`config.mk`:
```
export PLATFORM = sky130hd
export DESIGN_NAME = uart_rx
export DESIGN_NICKNAME = d
export VERILOG_FILES = /design/src/rtl/uart_rx.sv
export SDC_FILE = /design/constraint.sdc
export NUM_CORES = 1
export LEC_CHECK = 0
export BUFFER_PORTS_ARGS = -buffer_cell sky130_fd_sc_hd__buf_2
export CAP_MARGIN = 0
export CORE_MARGIN = 3
export CORE_UTILIZATION = 25
export CTS_BUF_LIST = sky130_fd_sc_hd__clkbuf_2
export CTS_CLUSTER_DIAMETER = 100
export DETAILED_ROUTE_END_ITERATION = 10
export GPL_TIMING_DRIVEN = 1
export PLACE_DENSITY = 0.42
export SKIP_CTS_REPAIR_TIMING = 1
export SYNTH_ARGS = -nofsm -noshare
export SYNTH_HDL_FRONTEND = slang
export SYNTH_SLANG_ARGS = --single-unit
```
`constraint.sdc`:
```
create_clock -name clk -period 2.4 [get_ports clk]
set_input_delay 0 -clock clk [delete_from_list [all_inputs] [get_ports clk]]
set_output_delay 0 -clock clk [all_outputs]
set_load 0.01 [all_outputs]
```
`src/rtl/uart_rx.sv`:
```
// UART receiver: 2-flop input synchronizer, oversampled start/data/stop
// framing (LSB first), single-cycle valid / frame_err strobes.
module uart_rx #(
  parameter int OVERSAMPLE = 16,
  parameter int NBITS      = 8
) (
  input  logic             clk,
  input  logic             rst_n,
  input  logic             tick,
  input  logic             rx,
  output logic [NBITS-1:0] data,
  output logic             valid,
  output logic             frame_err,
  output logic             busy
);

  localparam int CW = $clog2(OVERSAMPLE);
  localparam int BW = (NBITS > 1) ? $clog2(NBITS) : 1;

  localparam logic [CW-1:0] HALF_LAST = CW'(OVERSAMPLE / 2 - 1);
  localparam logic [CW-1:0] FULL_LAST = CW'(OVERSAMPLE - 1);
  localparam logic [BW-1:0] BIT_LAST  = BW'(NBITS - 1);

  typedef enum logic [2:0] {
    IDLE      = 3'd0,
    START     = 3'd1,
    DATA      = 3'd2,
    STOP      = 3'd3,
    WAIT_HIGH = 3'd4
  } state_t;

  state_t           state, state_d;
  logic [CW-1:0]    tick_cnt, tick_cnt_d;
  logic [BW-1:0]    bit_cnt, bit_cnt_d;
  logic [NBITS-1:0] shift, shift_d;
  logic [NBITS-1:0] data_d;
  logic             valid_d, frame_err_d;
  logic             rx_meta, rx_s;

  // Two-flop synchronizer; resets to the idle (high) line level.
  always_ff @(posedge clk or negedge rst_n) begin
    if (!rst_n) begin
      rx_meta <= 1'b1;
      rx_s    <= 1'b1;
    end else begin
      rx_meta <= rx;
      rx_s    <= rx_meta;
    end
  end

  // State, counters, shift register and registered outputs.
  always_ff @(posedge clk or negedge rst_n) begin
    if (!rst_n) begin
      state     <= IDLE;
      tick_cnt  <= '0;
      bit_cnt   <= '0;
      shift     <= '0;
      data      <= '0;
      valid     <= 1'b0;
      frame_err <= 1'b0;
    end else begin
      state     <= state_d;
      tick_cnt  <= tick_cnt_d;
      bit_cnt   <= bit_cnt_d;
      shift     <= shift_d;
      data      <= data_d;
      valid     <= valid_d;
      frame_err <= frame_err_d;
    end
  end

  // Next-state logic; counters only move on tick, so a held-off tick freezes framing.
  always_comb begin
    state_d     = state;
    tick_cnt_d  = tick_cnt;
    bit_cnt_d   = bit_cnt;
    shift_d     = shift;
    data_d      = data;
    valid_d     = 1'b0;
    frame_err_d = 1'b0;

    case (state)
      IDLE: begin
        if (!rx_s) begin
          state_d    = START;
          tick_cnt_d = '0;
        end
      end

      START: begin
        if (tick) begin
          if (tick_cnt == HALF_LAST) begin
            tick_cnt_d = '0;
            if (rx_s) begin
              state_d = IDLE;
            end else begin
              state_d   = DATA;
              bit_cnt_d = '0;
            end
          end else begin
            tick_cnt_d = tick_cnt + CW'(1);
          end
        end
      end

      DATA: begin
        if (tick) begin
          if (tick_cnt == FULL_LAST) begin
            shift_d    = {rx_s, shift[NBITS-1:1]};
            tick_cnt_d = '0;
            if (bit_cnt == BIT_LAST) begin
              bit_cnt_d = '0;
              state_d   = STOP;
            end else begin
              bit_cnt_d = bit_cnt + BW'(1);
            end
          end else begin
            tick_cnt_d = tick_cnt + CW'(1);
          end
        end
      end

      STOP: begin
        if (tick) begin
          if (tick_cnt == FULL_LAST) begin
            tick_cnt_d = '0;
            if (rx_s) begin
              data_d  = shift;
              valid_d = 1'b1;
              state_d = IDLE;
            end else begin
              frame_err_d = 1'b1;
              state_d     = WAIT_HIGH;
            end
          end else begin
            tick_cnt_d = tick_cnt + CW'(1);
          end
        end
      end

      // A held-low line (break) must return high before another start is accepted.
      WAIT_HIGH: begin
        if (rx_s) begin
          state_d = IDLE;
        end
      end

      default: begin
        state_d    = IDLE;
        tick_cnt_d = '0;
        bit_cnt_d  = '0;
      end
    endcase
  end

  // Busy whenever a frame is in progress or the line is being waited on.
  always_comb begin
    busy = (state != IDLE);
  end

endmodule

```
==> impl_metrics.yaml <==
status:
  run_status: "finished clean"
route:
  postRouteWirelength_um: 2540
  drt-vias-per-instance: 4.54
  num_vias: 890
  drt-pass1-iter-count: 4
  drt_iter0_markers: 70
  detail_route.drc_violations: 0
  post_drt_wl_per_cell_um: 13.0
  ant_nets: 0
timing:
  timing.final.ws_setup_ns: 0.509
  setup-violations-final: 0
  timing.clock.skew_ns: 0.0140
  finalCriticalPeriod_ns: 1.89
  final_max_slew_viol_count: 0
  rsz_0062_raised_after_global_routing: "false"
  worst_slew_pin_slew_ns: 0.655
  timing.fmax_mhz: 529
  worst_slew_margin_rel_pct: 56.3
  finalHoldWorstSlack_ns: 0.178
  final_min_period_over_clock_period_pct: 78.8
  timing.final.hold_violations: 0
  setup_total_negative_slack_ns: 0
layout:
  drive_gt1_share_pct: 39.5
  n_antenna_cell: 0
  area.growth.synth_to_final_pct: 16.9
  final_cells: 196
  fill_cells: 532
  nets: 135
yosys:
  synth_common_cells: "sky130_fd_sc_hd__dfrtp_1 (28), sky130_fd_sc_hd__mux2_2 (16), sky130_fd_sc_hd__nor2_1 (11), sky130_fd_sc_hd__nand3_1 (5)"
  ys_seq_area_share_pct: 56.4
  post_synth_edffs: 0
  synthMostInstantiatedCell: "sky130_fd_sc_hd__dfrtp_1"
  mappedNetlistNets: 114
  number_of_distinct_library_cells_after_synthesis: 34
  synthDominantCellAreaShare_pct: 52.4
  synth.area.top_cells: "sky130_fd_sc_hd__dfrtp_1 (52%), sky130_fd_sc_hd__mux2_2 (13%), sky130_fd_sc_hd__dfstp_2 (3.9%), sky130_fd_sc_hd__nor2_1 (3.1%), sky130_fd_sc_hd__ha_1 (2.8%)"
  post_synth.cell_area_avg_um2: 12.5
  syn-instance-count: 107
  yosysWarnings: 0
  yosys.area.top_type: "sky130_fd_sc_hd__dfrtp_1"
  ys_ff_latch: 30
  synth-async-reset-ratio_pct: 100
  postSynth.topFlopCell: "sky130_fd_sc_hd__dfrtp_1"
  netlist_area_mm2: 0.00134
placed_design:
  hpwl_um: 1750
  portbufs: 14
  gpl.final_weighted_congestion: 0.748
  post-place-ws_ns: 0.509
  placed_cells: 185
min_path:
  hold_crit_class: "in -> async"
pwr:
  p_comb_share_pct: 20.1
  intPower_w: 0.000856
  max-vdd-ir-drop_mv: 0.282
  power_w: 0.00125
  clock_power_share_pct: 28.5
  power_density_mw_per_mm2: 797
  power.sequential.fraction_pct: 51.4
  power.switching_fraction_pct: 31.2
  cellLeakagePower_nw: 0.755
  total_switching_power_w: 0.000389
critical_path:
  critical_path.max_fanout: 9
  r2r_setup_slack_ns: 0.51
  worst_ep_required_time_ns: 2.65
  worst_setup_path_startpoint: "tick_cnt[0]$_DFFE_PN0P_"
  setup.worst_path.class: "reg -> reg"
  critical_path_arrival_ns: 2.14
  r2r_depth: 5
  worstReg2RegEnd: "data[5]$_DFFE_PN0P_"
  rr_startpoint: "tick_cnt[0]$_DFFE_PN0P_"
  startpoint_type: "flop"
  cp-end-kind: "flop"
die:
  rows: 25
  initial_core_util_pct: 27.0
  core_mm2: 0.00494
  pin_count: 15
  die_y_um: 79.1
  dieArea_mm2: 0.00626
  die_x_um: 79.1
global_route:
  gr-usage-all-layers_pct: 9.06
  grt_overflow_total: 0
  grt_first_pass_wirelength_um: 4310
  grt_pass1_vias: 927
  number_of_antenna_violations_at_the_first_check_in_global_routing: 0
  grt_max_degree: 31
clock_tree:
  clk_latency_ns: 0.36
  worst_setup_hold_path_clk_slew_ns: 0.16
  cts_tree: "yes"
  cts_root_buf: "sky130_fd_sc_hd__clkbuf_2"
  cts_sinks: 30
  cts-htree-levels: 2
  clock_tree.buffer_depth: 2
  cts-buffers-inserted: 5
flow_run:
  max_cap_viol_count: 0
-- layout by cell type, fill, tap and decap left out, types with 2 or more instances in the layout --
cell	Yosys	layout
sky130_fd_sc_hd__dfstp_2	2	2
sky130_fd_sc_hd__inv_1	2	2
sky130_fd_sc_hd__clkbuf_2	0	7
sky130_fd_sc_hd__nor2_1	11	11
sky130_fd_sc_hd__a31oi_1	3	3
sky130_fd_sc_hd__buf_4	4	3
sky130_fd_sc_hd__dlygate4sd3_1	0	3
sky130_fd_sc_hd__nand4_1	2	2
sky130_fd_sc_hd__mux2_2	16	16
sky130_fd_sc_hd__buf_2	1	14
sky130_fd_sc_hd__a22o_1	2	2
sky130_fd_sc_hd__a22o_2	2	2
sky130_fd_sc_hd__ha_1	3	3
sky130_fd_sc_hd__nand3_1	5	5
sky130_fd_sc_hd__dfrtp_1	28	28
sky130_fd_sc_hd__nor3_1	3	3
sky130_fd_sc_hd__o21ai_0	4	4
-- through the flow --
step,util (%),instance area [um2]
2_1_floorplan,-,1340
3_3_place_gp,29.7,1470
3_5_place_dp,29.7,1470
4_1_cts,31.0,1530
5_1_grt,31.6,1560
6_report,31.6,1560
-- per-layer routing --
layer | global-route usage, % | wire, um | part of all wire [%]
met5 | 0 | 0 | 0
met4 | 3.95 | 35 | 1.4
met3 | 4.20 | 111 | 4.4
met2 | 13.7 | 1150 | 45
met1 | 11.0 | 1240 | 49
-- logic make-up (layout without fill, tap and decap cells) --
| group | Yosys count | after routing | synth area share (%) |
|---|---|---|---|
| DFF | 30 | 30 | 56.4 |
| and+or+nand+nor | 30 | 30 | 12.5 |
| AOI/OAI and AO/OA | 17 | 17 | 9.18 |
| muxes | 17 | 17 | 14.2 |
| buffers and inverters | 9 | 31 | 4.31 |
| adders and majority gates | 3 | 3 | 2.81 |
| xor gates and xnor gates | 1 | 1 | 0.656 |
-- worst max-delay path, stage by stage (launching register included) --
cell and delay [ns]:
sky130_fd_sc_hd__dfrtp_1 0.41, sky130_fd_sc_hd__ha_1 0.26, sky130_fd_sc_hd__nand4_1 0.19, sky130_fd_sc_hd__nor2_1 0.16, sky130_fd_sc_hd__and2_1 0.37, sky130_fd_sc_hd__mux2_2 0.38
-- sequential cells by signal, summed over array words and instances (netlist names) --
name,flops
bit_cnt,3
valid,1
frame_err,1
rx_s,1
tick_cnt,4
shift,8
rx_meta,1
state,3
data,8
-- power by group through the flow --
| stage | Sequential [W] | Clock (W) | Combinational, W |
|---|---|---|---|
| after floorplan | 0.000598 | 0 | 0.000246 |
| after global placement | 0.000645 | 0 | 0.000240 |
| after detailed placement | 0.000649 | 0 | 0.000248 |
| after CTS | 0.000638 | 0.000371 | 0.000248 |
| after global routing | 0.000651 | 0.000390 | 0.000287 |
| final | 0.000640 | 0.000355 | 0.000250 |
-- area by class of cell --
cell class                      count  area [um2]  share of cell area [%]
Timing Repair Buffer               20         123                    7.85
Inverter                            3        11.3                   0.721
Multi-Input combinational cell     68         526                    33.7
Sequential cell                    30         753                    48.2
Clock inverter                      1        30.0                    1.92
Tap cell                           67        83.8                    5.37
Clock buffer                        7        35.0                    2.24
-- worst max path at each step --
stage               cells past startpoint                  end  slack, ns
detailed placement                      5  data[2]$_DFFE_PN0P_       0.51
global placement                        5  data[2]$_DFFE_PN0P_       0.55
CTS                                     5  data[5]$_DFFE_PN0P_       0.48
floorplan                               6  data[0]$_DFFE_PN0P_       0.81
global route                            5  data[7]$_DFFE_PN0P_       0.33
finish                                  5  data[5]$_DFFE_PN0P_       0.51
Power figures use the tool's default switching activity.
